File: config.mk
export PLATFORM = sky130hd
export DESIGN_NAME = debouncer
export DESIGN_NICKNAME = d
export VERILOG_FILES = /design/src/rtl/debouncer.sv
export SDC_FILE = /design/constraint.sdc
export NUM_CORES = 1
export LEC_CHECK = 0
export CAP_MARGIN = 20
export CORE_MARGIN = 4
export CORE_UTILIZATION = 45
export DETAILED_ROUTE_END_ITERATION = 7
export SLEW_MARGIN = 20
export SYNTH_ARGS = -nofsm -noshare
export SYNTH_HDL_FRONTEND = slang
export SYNTH_SLANG_ARGS = --single-unit
File: constraint.sdc
create_clock -name clk -period 2.05 [get_ports clk]
set_input_delay 0.205 -clock clk [delete_from_list [all_inputs] [get_ports clk]]
set_output_delay 0.205 -clock clk [all_outputs]
set_load 0.01 [all_outputs]
File: src/rtl/debouncer.sv
`default_nettype none
// ============================================================================
// Module   : debouncer
// Brief    : Two-flop synchronizer plus tick-sampled, symmetric per-bit
//            debounce for WIDTH independent raw inputs.
// Revision : 1.0 - initial release
// ============================================================================
module debouncer #(
    parameter int WIDTH          = 1,
    parameter int SAMPLE_CNT_MAX = 25000,
    parameter int PULSE_CNT_MAX  = 150
) (
    input  logic             clk,
    input  logic             rst,
    input  logic [WIDTH-1:0] signal_in,
    output logic [WIDTH-1:0] signal_out
);

    localparam int c_TICK_W = (SAMPLE_CNT_MAX > 1) ? $clog2(SAMPLE_CNT_MAX) : 1;
    localparam int c_CNT_W  = ($clog2(PULSE_CNT_MAX + 1) > 1) ? $clog2(PULSE_CNT_MAX + 1) : 1;
    localparam logic [c_TICK_W-1:0] c_TICK_LAST = c_TICK_W'(SAMPLE_CNT_MAX - 1);
    localparam logic [c_CNT_W-1:0]  c_CNT_LAST  = c_CNT_W'(PULSE_CNT_MAX - 1);

    logic [WIDTH-1:0]              sync1_q, sync1_d;
    logic [WIDTH-1:0]              sync2_q, sync2_d;
    logic [c_TICK_W-1:0]           tick_cnt_q, tick_cnt_d;
    logic                          tick;
    logic [WIDTH-1:0][c_CNT_W-1:0] cnt_q, cnt_d;
    logic [WIDTH-1:0]              out_q, out_d;

    always_comb begin
        sync1_d    = signal_in;
        sync2_d    = sync1_q;
        tick       = (tick_cnt_q == c_TICK_LAST);
        tick_cnt_d = tick ? '0 : tick_cnt_q + c_TICK_W'(1);
    end

    // A sample that agrees with the output restarts the count: glitch rejection.
    always_comb begin
        cnt_d = cnt_q;
        out_d = out_q;
        for (int i = 0; i < WIDTH; i++) begin
            if (sync2_q[i] == out_q[i]) begin
                cnt_d[i] = '0;
            end else if (tick) begin
                if (cnt_q[i] == c_CNT_LAST) begin
                    out_d[i] = ~out_q[i];
                    cnt_d[i] = '0;
                end else begin
                    cnt_d[i] = cnt_q[i] + c_CNT_W'(1);
                end
            end
        end
    end

    always_ff @(posedge clk or posedge rst) begin
        if (rst) begin
            sync1_q    <= '0;
            sync2_q    <= '0;
            tick_cnt_q <= '0;
            cnt_q      <= '0;
            out_q      <= '0;
        end else begin
            sync1_q    <= sync1_d;
            sync2_q    <= sync2_d;
            tick_cnt_q <= tick_cnt_d;
            cnt_q      <= cnt_d;
            out_q      <= out_d;
        end
    end

    assign signal_out = out_q;

endmodule
`default_nettype wire

Yosys cells after proc, flatten, opt, wreduce, memory -nomap -nowiden
Cells that the tools add are included.
- equal/unequal tests: 3
- divide/modulo/power cells: 0
- add/sub/neg operators: 2
- shift operators: 0
- reduce and logical (&&, ||, !) cells: 2
- mux-type cells: 4
- $mul: 0
- bitwise gates (word level): 2
- magnitude comparators: 0
- operator list (cell ; number):
    $mux W8 ; 3
    $add A15 B1 Y15 const B ; 1
    $eq A15 B15 Y1 const B ; 1
    $mux W15 ; 1
    $add A8 B1 Y8 const B ; 1
    $eq A8 B8 Y1 const B ; 1
    $reduce_and A3 Y1 ; 1
    $not A1 Y1 ; 2
    $reduce_bool A2 Y1 ; 1
    $eq A1 B1 Y1 ; 1
- output and inout port bits: 1
- memories: 0
- bits in writable memories: 0
- bits in latches: 0
- input bits: 3
- bits in read-only memories: 0
- register bits after elaboration: 26

Logic depth before layout (Yosys ltp)
Gate-level depths: netlist (run 1).
- depth after elaboration: 4
- gate-level depth with buffers: 6
- depth with buffers taken out: 6

Least setup slack after synthesis (run 1)
Ideal clock, no wire load.
- path kind: register to register
- from: register tick_cnt_q[7]
- to: register tick_cnt_q[14]
- required time: 1972 ps
- arrival: 1555 ps
- path slack: 417 ps
- cell stages (with the launch flop): 5
- clock period less this slack: 1633 ps
- library setup time: 78 ps
- path through: dfrtp_1 nand4_2 or4_4 or3_1 a21oi_1
- word-level cells in the longest chain between the ends: 2
- elaborated cells between the ends (all ways): 3
- classes of those cells: 1 x add/sub; 1 x eq/ne; 1 x mux
- ends and longest elaborated chain (element ; line ; source):
    start, declared ; 26 ; logic [c_TICK_W-1:0] tick_cnt_q, tick_cnt_d;
    start signal, assigned ; 66 ; tick_cnt_q <= tick_cnt_d;
    $add A15 B1 Y15 / $eq A15 B15 Y1 (equally long branches) ; 35, 34 ;
    $mux W15 (*) ; 35 ; tick_cnt_d = tick ? '0 : tick_cnt_q + c_TICK_W'(1);
    via tick_cnt_d[14] ; 26 ;
Mark *: on every way through the listed nets, which the timed path passes. The rest lies on a longest branch.
A chain may end at the register's enable or synchronous reset.

Final worst setup path (run 1)
- from: register tick_cnt_q[3]
- to: register cnt_q[7] (netlist name)
- word-level cells in the longest chain between the ends: 2
- ends and longest elaborated chain (element ; line ; source):
    $eq A15 B15 Y1 ; 34 ; tick = (tick_cnt_q == c_TICK_LAST);
    $reduce_bool A2 Y1 (no line) ; - ;
    end signal, assigned ; 67 ; cnt_q <= cnt_d;
    end, declared ; 28 ; logic [WIDTH-1:0][c_CNT_W-1:0] cnt_q, cnt_d;
Every way passes these cells.

==> results.yml, run 1 <==
timing:
  hold_violations: 0
  finalSetupTns_ns: 0
  slew_headroom_pct: 55.00
  fmax_ghz: 0.5153
  skew_ns: 0.006924
  fin_crit_sh_pct: 94.66
  max_slew.worst_pin.slew_ns: 0.6702
  rsz0062_at_grt: "false"
  drv_slew: 0
  setup_viol: 0
  period_minus_slack_ns: 1.941
flow_run:
  maxCapViolCount: 0
cells_and_area:
  final_area_sq_mm: 0.001415
  multi_input_comb_area_sq_um: 613.1
  register_area_sq_um: 650.6
  drive_gt1_share_pct: 10.14
  num-nets-final: 146
  syn_to_final_growth_pct: 10.02
  diodes: 0
  n_fill_cell: 241
drt:
  drt_iter0_drc: 47
  wl_per_cell_microns: 15.12
  route.detailed.drc: 0
  wirelength_mm: 2.556
  via_per_inst: 5.840
  ant_nets: 0
  drt_first_pass_iters: 4
  vias: 987
placed_design:
  gp_congestion: 0.8951
  port-buffer-count: 3
  hpwlAfterDp_mm: 1.832
  dpl_cell_area_sq_mm: 0.001378
grt:
  antenna_found_initial: 0
  grt.total_usage_pct: 15.92
  grt_pass1_wl_mm: 4.478
  grt_max_degree: 27
  grt_pass1_vias: 970
  overflow: 0
logic_synthesis:
  synth.ff_latch_count: 26
  syn_area_per_cell_sq_um: 10.05
  yosysSeqAreaShare_pct: 50.58
  synthesis.area_sq_mm: 0.001286
  synthCells: 128
  yosysUniqueCellTypes: 32
  synth_nets: 134
  yosys_warnings: 0
clocking:
  cts.path.max_buffers: 2
  cts.sinks: 26
  ctsHtreeMaxLevel: 1
  clkLatencyLatePin_ns: 0.31
  tritoncts: "yes"
  cts_buffers: 3
  root_buffer: "clkbuf_4"
  cts.clk_slew.worst_paths_ns: 0.13
die:
  die_w_microns: 61.47
  io-pin-count: 4
  row_count: 19
  die_h_microns: 61.47
  initial_core_util_pct: 47.05
  core_sq_mm: 0.002734
  dieArea_sq_mm: 0.003778
worst_setup_path:
  slowest_delay_ns: 0.58
  cp.required_ns: 2.28
  r2r_slack_ns: 0.11
  critPathCaptureType: "register"
  critPathLaunchType: "register"
  crit_fanout: 8
  path_cells: "nor4bb_1 -> nand4_1 -> or4_1 -> o21ai_0"
  crit_type: "reg2reg"
  cp.arrival_ns: 2.17
  slowest_stage: "or4_1"
pwr:
  ir_worst_vdd_v: 0.0003574
  p_leak_uw: 0.0006006
  power_density_mw_per_mm2: 527.3
hold_path:
  hold_class: "in2async"
status:
  run_status: "finished, final reports clean"
-- cells in the mapped netlist (all sizes together) --
master / number / area (sq um)
inv: 4 / 15.01
and2: 1 / 6.260
and3: 1 / 6.260
a32o: 1 / 10.01
nand3: 9 / 50.05
ha: 3 / 37.54
nor4bb: 1 / 10.01
nand4: 4 / 31.28
o21ai: 6 / 30.03
or3: 3 / 18.77
or4: 4 / 33.78
a21o: 1 / 8.760
nor2: 8 / 30.03
nor3: 8 / 40.04
o2bb2ai: 1 / 8.760
and4: 3 / 26.28
nand2: 14 / 52.55
xor2: 5 / 43.79
nor3b: 1 / 7.510
a21oi: 7 / 35.03
o211ai: 1 / 7.510
dfrtp: 26 / 650.6
nor4: 3 / 18.77
nor4b: 1 / 8.760
and4bb: 1 / 12.51
clkbuf: 2 / 7.510
xnor2: 7 / 61.31
a31o: 2 / 17.52
-- final timing paths --
path	cells after the start	startpoint	endpoint
max in group asynchronous	3	rst	tick_cnt_q[8]
worst max register to register	4	tick_cnt_q[3]	cnt_q[7]
worst min-delay path	3	rst	signal_out
worst max-delay path	4	tick_cnt_q[3]	cnt_q[7]
min in group clk	1	signal_in	sync1_q
worst min register to register	0	sync1_q	sync2_q
-- registers in the layout, indices dropped and copies added, names as in the netlist --
name        flops
cnt_q           8
signal_out      1
sync1_q         1
sync2_q         1
tick_cnt_q     15
-- final cells by class --
class                      instances  area share (%)
tap                               31           2.741
inverter                           4           1.061
clock buffer                       3           1.592
multi-input combinational         96           43.32
sequential                        26           45.98
timing repair buffer               9           5.305
-- logic make-up (layout without fill, tap and decap cells) --
logic type / after synthesis / after routing / share of synthesized area, %
flip-flops: 26 / 26 / 50.58
AO/OA/AOI/OAI: 19 / 19 / 9.145
AND/OR/NAND/NOR: 62 / 62 / 27.43
adder cells (fa/ha/maj): 3 / 3 / 2.919
XOR/XNOR: 12 / 12 / 8.171
buffers and inverters: 6 / 16 / 1.751
-- layer usage --
metal	GRT usage, %	wire length [microns]	vias to the layer above
li1	-	-	488
met1	22.32	1269	490
met2	25.53	1230	7
met3	2.516	42	2
met4	4.545	14	0
met5	0	0	-
-- cells in the final DEF, fill, tap and decap left out, types with 3 or more instances in the layout --
cell type / n
nand4_1: 3
buf_4: 6
nand2_1: 14
or4_1: 3
a21oi_1: 7
clkdlybuf4s50_1: 3
dfrtp_1: 26
o21ai_0: 6
ha_1: 3
or3_1: 3
clkbuf_4: 3
inv_1: 4
xor2_1: 5
nand3_1: 8
xnor2_1: 7
and4_1: 3
nor3_1: 8
nor4_1: 3
nor2_1: 8
-- power by group --
group	total (uW)	switching [uW]	internal, uW	leakage [uW]
Clock	209	141	68.6	0.0000138
Combinational	20.8	14.8	6.03	0.000243
Sequential	516	1.28	515	0.000344
Total	746	157	589	0.000601
-- timing repair --
item	in CTS	in global routing
setup buffers	0	2
setup endpoints to repair	0	1
gates resized for setup	0	0
hold buffers	0	0
hold endpoints to repair	0	0
-- critical path: cells and delay by family (launching register included) --
kind            cells  cell delay [ns]
compound gates      1             0.10
flops               1             0.46
simple gates        3             1.30
-- stage by stage --
step | instances | setup WS, ns | total power (uW) | hold slack [ns] | util, %
floorplan | 128 | 0.4170 | 537.6 | 0.2364 | -
global placement | 164 | 0.2545 | 547.4 | 0.3347 | 50.39
detailed placement | 164 | 0.1500 | 548.1 | 0.3448 | 50.39
CTS | 167 | 0.1096 | 757.1 | 0.2340 | 51.21
global route | 169 | 0.02041 | 787.8 | 0.2317 | 51.76
finish | 169 | 0.1094 | 746.2 | 0.2230 | 51.76
Note: power is estimated with default switching activity, not from simulation.
==> run 2: changes to the inputs <==
--- a/config.mk
+++ b/config.mk
@@ -6,9 +6,9 @@
 export NUM_CORES = 1
 export LEC_CHECK = 0
 export CAP_MARGIN = 20
-export CORE_MARGIN = 4
 export CORE_UTILIZATION = 45
 export DETAILED_ROUTE_END_ITERATION = 7
+export PLACE_DENSITY = 0.72
 export SLEW_MARGIN = 20
 export SYNTH_ARGS = -nofsm -noshare
 export SYNTH_HDL_FRONTEND = slang
==> run 2 against run 1 <==
Sequential share of layout area barely moved; critical path depth rose by 1; largest cell class unchanged; power rose by 0.42%; clock power barely moved.
==> results.yml, run 2 (same netlist as run 1, synthesis figures left out) <==
status:
  run_status: "finished, final reports clean"
drt:
  wl_per_cell_microns: 14.82
  via_per_inst: 5.786
  vias: 972
  ant_nets: 0
  drt_iter0_drc: 24
  drt_first_pass_iters: 4
  wirelength_mm: 2.489
  route.detailed.drc: 0
clocking:
  tritoncts: "yes"
  ctsHtreeMaxLevel: 1
  root_buffer: "clkbuf_4"
  hold_buffers: 0
  cts.sinks: 26
  cts.path.max_buffers: 2
  cts_buffers: 3
  cts.clk_slew.worst_paths_ns: 0.14
  clkLatencyLatePin_ns: 0.32
timing:
  slew_headroom_pct: 58.88
  setup_viol: 0
  skew_ns: 0.01577
  fmax_ghz: 0.5520
  fin_ws_ns: 0.2383
  hold_violations: 0
  rsz0062_at_grt: "false"
  drv_slew: 0
  max_slew.worst_pin.slew_ns: 0.6124
  period_minus_slack_ns: 1.812
  fin_crit_sh_pct: 88.37
  finalSetupTns_ns: 0
cells_and_area:
  register_area_sq_um: 650.6
  largest_register: "tick_cnt_q"
  num-nets-final: 145
  largest_register_ffs: 15
  syn_to_final_growth_pct: 9.922
  final_common_cell: "dfrtp_1"
  multi_input_comb_area_sq_um: 619.3
  diodes: 0
  layout_common_cells: "26 x dfrtp_1, 14 x nand2_1, 8 x nand3_1, 8 x nor3_1, 8 x nor2_1"
  reg_top3: "tick_cnt_q: 15 flops, cnt_q: 8 flops"
  drive_gt1_share_pct: 10.22
  n_fill_cell: 235
worst_setup_path:
  cp.arrival_ns: 2.06
  path_cells: "nor4bb_1 -> nand4_1 -> buf_4 -> or4_1 -> o21ai_0"
  critPathCaptureType: "register"
  slowest_stage: "or4_1"
  critPathTopFamily: "simple AND/OR/NAND/NOR gates"
  cp.required_ns: 2.30
  slowest_delay_ns: 0.49
  crit_type: "reg2reg"
  crit_fanout: 10
  critPathLaunchType: "register"
  crit_buf_inv: 1
grt:
  overflow: 0
  grt_pass1_wl_mm: 4.126
  antenna_found_initial: 0
  grt_pass1_vias: 958
  grt.total_usage_pct: 17.36
  grt_max_degree: 27
pwr:
  power_density_mw_per_mm2: 529.9
  p_int_uw: 589.7
  p_sw_uw: 159.6
  p_clk_share_pct: 28.3
  ir_worst_vdd_v: 0.0003745
  netSwitchingFraction_pct: 21.30
  combPwrFrac_pct: 2.8
  p_seq_share_pct: 68.9
  p_leak_uw: 0.0005976
die:
  core_sq_mm: 0.002734
  row_count: 19
  die_h_microns: 55.47
  dieArea_sq_mm: 0.003076
  initial_core_util_pct: 47.05
  die_w_microns: 55.47
  io-pin-count: 4
placed_design:
  gp_congestion: 0.8088
  port-buffer-count: 3
  dp_slack_ns: 0.08673
  hpwlAfterDp_mm: 1.735
hold_path:
  hold_class: "in2async"
flow_run:
  maxCapViolCount: 0
## run 2: changes by cell type in the layout (fill, tap and decap cells not counted), sizes merged
cell,change
buf,-1
## run 2: metrics by stage
| step | util [%] | cell area, sq um | hold slack, ns | std cells | power, uW |
|---|---|---|---|---|---|
| floorplan | - | 1286 | 0.2364 | 128 | 537.6 |
| global placement | 50.11 | 1370 | 0.3323 | 163 | 546.7 |
| detailed placement | 50.11 | 1370 | 0.3373 | 163 | 547.6 |
| CTS | 50.94 | 1393 | 0.2293 | 166 | 761.1 |
| global route | 51.72 | 1414 | 0.2328 | 168 | 779.4 |
| finish | 51.72 | 1414 | 0.2292 | 168 | 749.3 |
## run 2: worst paths after layout
path	startpoint	endpoint	slack [ns]	depth (start not counted)
setup reg to reg	tick_cnt_q[3]	cnt_q[7]	0.24	5
max in group asynchronous	rst	sync1_q	1.56	3
min in group clk	signal_in	sync1_q	0.34	1
setup / recovery	tick_cnt_q[3]	cnt_q[7]	0.24	5
hold / removal	rst	cnt_q[7]	0.23	3
hold reg to reg	sync1_q	sync2_q	0.36	0
## run 2: power by group through the flow
| stage | Combinational, uW | Clock [uW] | Sequential, uW |
|---|---|---|---|
| 2_1_floorplan | 11.9 | 0 | 526 |
| 3_3_place_gp | 21.0 | 0 | 526 |
| 3_5_place_dp | 21.5 | 0 | 526 |
| 4_1_cts | 21.5 | 223 | 516 |
| 5_1_grt | 23.8 | 239 | 517 |
| 6_report | 21.2 | 212 | 516 |
## run 2: timing repair
item / 4_1_cts / 5_1_grt
buffers inserted: 0 / 2
endpoints found under the setup margin: 0 / 5
endpoints found under the hold margin: 0 / 0
resized for setup: 0 / 1
## run 2: tightest hold or removal path, stage by stage
cell,delay (ns)
clkdlybuf4s50_1,0.40
inv_1,0.05
buf_4,0.31
## run 2: layout make-up
class / count / area share (%)
clock buffer: 3 / 1.593
inverter: 4 / 1.062
tap: 31 / 2.743
timing repair buffer: 8 / 4.779
multi-input combinational: 96 / 43.81
sequential: 26 / 46.02
## run 2: routing by layer
metal	global-route usage, %	wire length (microns)	vias to the layer above
met5	0	0	-
met4	11.07	30	0
met3	5.152	98	4
met2	25.82	1207	20
met1	22.03	1152	465
li1	-	-	483
==> run 3: changes to the inputs <==
--- a/config.mk
+++ b/config.mk
@@ -6,6 +6,8 @@
 export NUM_CORES = 1
 export LEC_CHECK = 0
 export CAP_MARGIN = 20
+export CORE_ASPECT_RATIO = 1.25
+export CORE_MARGIN = 10
 export CORE_UTILIZATION = 45
 export DETAILED_ROUTE_END_ITERATION = 7
 export PLACE_DENSITY = 0.72
==> run 3 against run 2 <==
Clock skew shrank 0.0089 ns; core utilization grew 1.8 points; sequential share of layout area shrank 1.1 points; hold slack lost 0.013 ns; sequential power is essentially flat; critical path type unchanged; highest routed layer unchanged.
==> results.yml, run 3 (same netlist as run 1, synthesis figures left out) <==
drt:
  wirelength_mm: 2.609
  via_per_inst: 5.780
  wl_per_cell_microns: 15.08
  drt_iter0_drc: 66
  ant_nets: 0
  route.detailed.drc: 0
  drt_first_pass_iters: 4
  vias: 1000
worst_setup_path:
  crit_type: "reg2reg"
  r2r_slack_ns: 0.16
  cp.arrival_ns: 2.12
  reg2reg_to: "cnt_q[4]"
  critPathCaptureType: "register"
  r2r-start: "tick_cnt_q[3]"
  cp.required_ns: 2.28
  critPathLaunchType: "register"
  ff2ff_path_depth: 5
  crit_fanout: 8
grt:
  grt_max_degree: 27
  use_met1_pct: 12.48
  grt_use_met3_pct: 1.826
  grt_pass1_vias: 976
  grt_pass1_wl_mm: 4.395
  grtUsageMet2_pct: 16.76
  overflow: 0
  grt.total_usage_pct: 10.01
  antenna_found_initial: 0
  grt-busiest-layer: "met2"
cells_and_area:
  num-nets-final: 146
  multi_input_comb_area_sq_um: 613.1
  final_common_cell: "dfrtp_1"
  post-route-util_pct: 53.54
  final_cell_count_no_fill: 173
  largest_register_ffs: 15
  reg_top3: "tick_cnt_q: 15 flops, cnt_q: 8 flops"
  largest_register: "tick_cnt_q"
  drive_gt1_share_pct: 10.79
  layout_common_cells: "26 x dfrtp_1, 14 x nand2_1, 8 x nand3_1, 8 x nor3_1, 8 x nor2_1"
  syn_to_final_growth_pct: 12.65
  register_area_sq_um: 650.6
  diodes: 0
  n_fill_cell: 244
pwr:
  power_density_mw_per_mm2: 611.5
  p_leak_uw: 0.0006134
  power_uw: 886.0
  combPwrFrac_pct: 2.3
  p_sw_uw: 167.4
  p_seq_share_pct: 58.3
  netSwitchingFraction_pct: 18.89
  ir_worst_vdd_v: 0.0003243
  p_int_uw: 718.6
  p_clk_share_pct: 39.4
die:
  row_count: 21
  die_w_microns: 67.82
  io-pin-count: 4
  core_sq_mm: 0.002706
  initial_core_util_pct: 47.53
  die_h_microns: 79.78
  dieArea_sq_mm: 0.005410
timing:
  skew_ns: 0.006858
  rsz0062_at_grt: "false"
  period_minus_slack_ns: 1.890
  hold_violations: 0
  max_slew.worst_pin.slew_ns: 0.6215
  setup_viol: 0
  fin_crit_sh_pct: 92.17
  drv_slew: 0
  finalSetupTns_ns: 0
  slew_headroom_pct: 58.27
  fmax_ghz: 0.5292
placed_design:
  gp_congestion: 0.8090
  hpwlAfterDp_mm: 1.843
  dpl.cell_count: 167
  port-buffer-count: 3
flow_run:
  maxCapViolCount: 0
clocking:
  cts_buffers: 3
  ctsHtreeMaxLevel: 1
  tritoncts: "yes"
  cts.path.max_buffers: 2
  cts.clk_slew.worst_paths_ns: 0.14
  cts.sinks: 26
  root_buffer: "clkbuf_4"
  clkLatencyLatePin_ns: 0.32
hold_path:
  hold_class: "in2async"
status:
  run_status: "finished, final reports clean"
## run 3: repair_timing
item	in CTS	in global routing
resized for setup	0	0
hold buffers	0	0
buffers inserted	0	2
endpoints found under the setup margin	0	3
## run 3: worst max-delay path by stage
stage	endpoint	slack, ns	start
final	cnt_q[4]	0.16	tick_cnt_q[3]
after global routing	cnt_q[2]	0.03	cnt_q[0]
after CTS	cnt_q[4]	0.02	tick_cnt_q[3]
after detailed placement	cnt_q[4]	0.03	tick_cnt_q[3]
after global placement	cnt_q[7]	0.23	tick_cnt_q[3]
after floorplan	tick_cnt_q[14]	0.42	tick_cnt_q[7]
## run 3: cell type report
type	instances	share of cell area, %
sequential	26	44.90
multi-input combinational	96	42.31
timing repair buffer	9	5.181
tap	34	2.936
clock inverter	1	2.073
clock buffer	3	1.554
inverter	4	1.036
## run 3: worst max-delay path, cell delays in order, from the launching register on
cell,delay (ns)
dfrtp_1,0.47
nor4bb_1,0.41
nand4_1,0.14
buf_4,0.19
or4_1,0.50
o21ai_0,0.11
## run 3: layer usage
| layer | routed length (microns) | vias up | part of all wire (%) |
|---|---|---|---|
| met2 | 1299 | 17 | 50 |
| met4 | 14 | 0 | 0.54 |
| met5 | 0 | - | 0 |
| met1 | 1220 | 494 | 47 |
| li1 | - | 487 | - |
| met3 | 74 | 2 | 2.8 |
## run 3: power groups by stage
| stage | clock network, uW | registers, uW | logic (uW) |
|---|---|---|---|
| after floorplan | 0 | 526 | 11.9 |
| after global placement | 0 | 526 | 21.2 |
| after detailed placement | 0 | 526 | 21.6 |
| after CTS | 355 | 516 | 21.6 |
| after global routing | 373 | 517 | 23.6 |
| final | 349 | 516 | 20.7 |
## run 3: metrics by stage
stage,hold WS (ns),cell area (sq um),setup slack [ns]
6_report,0.2159,1449,0.1605
5_1_grt,0.2642,1449,0.03485
4_1_cts,0.2327,1434,0.02218
3_5_place_dp,0.3394,1381,0.03494
3_3_place_gp,0.3384,1381,0.2294
2_1_floorplan,0.2364,1286,0.4170
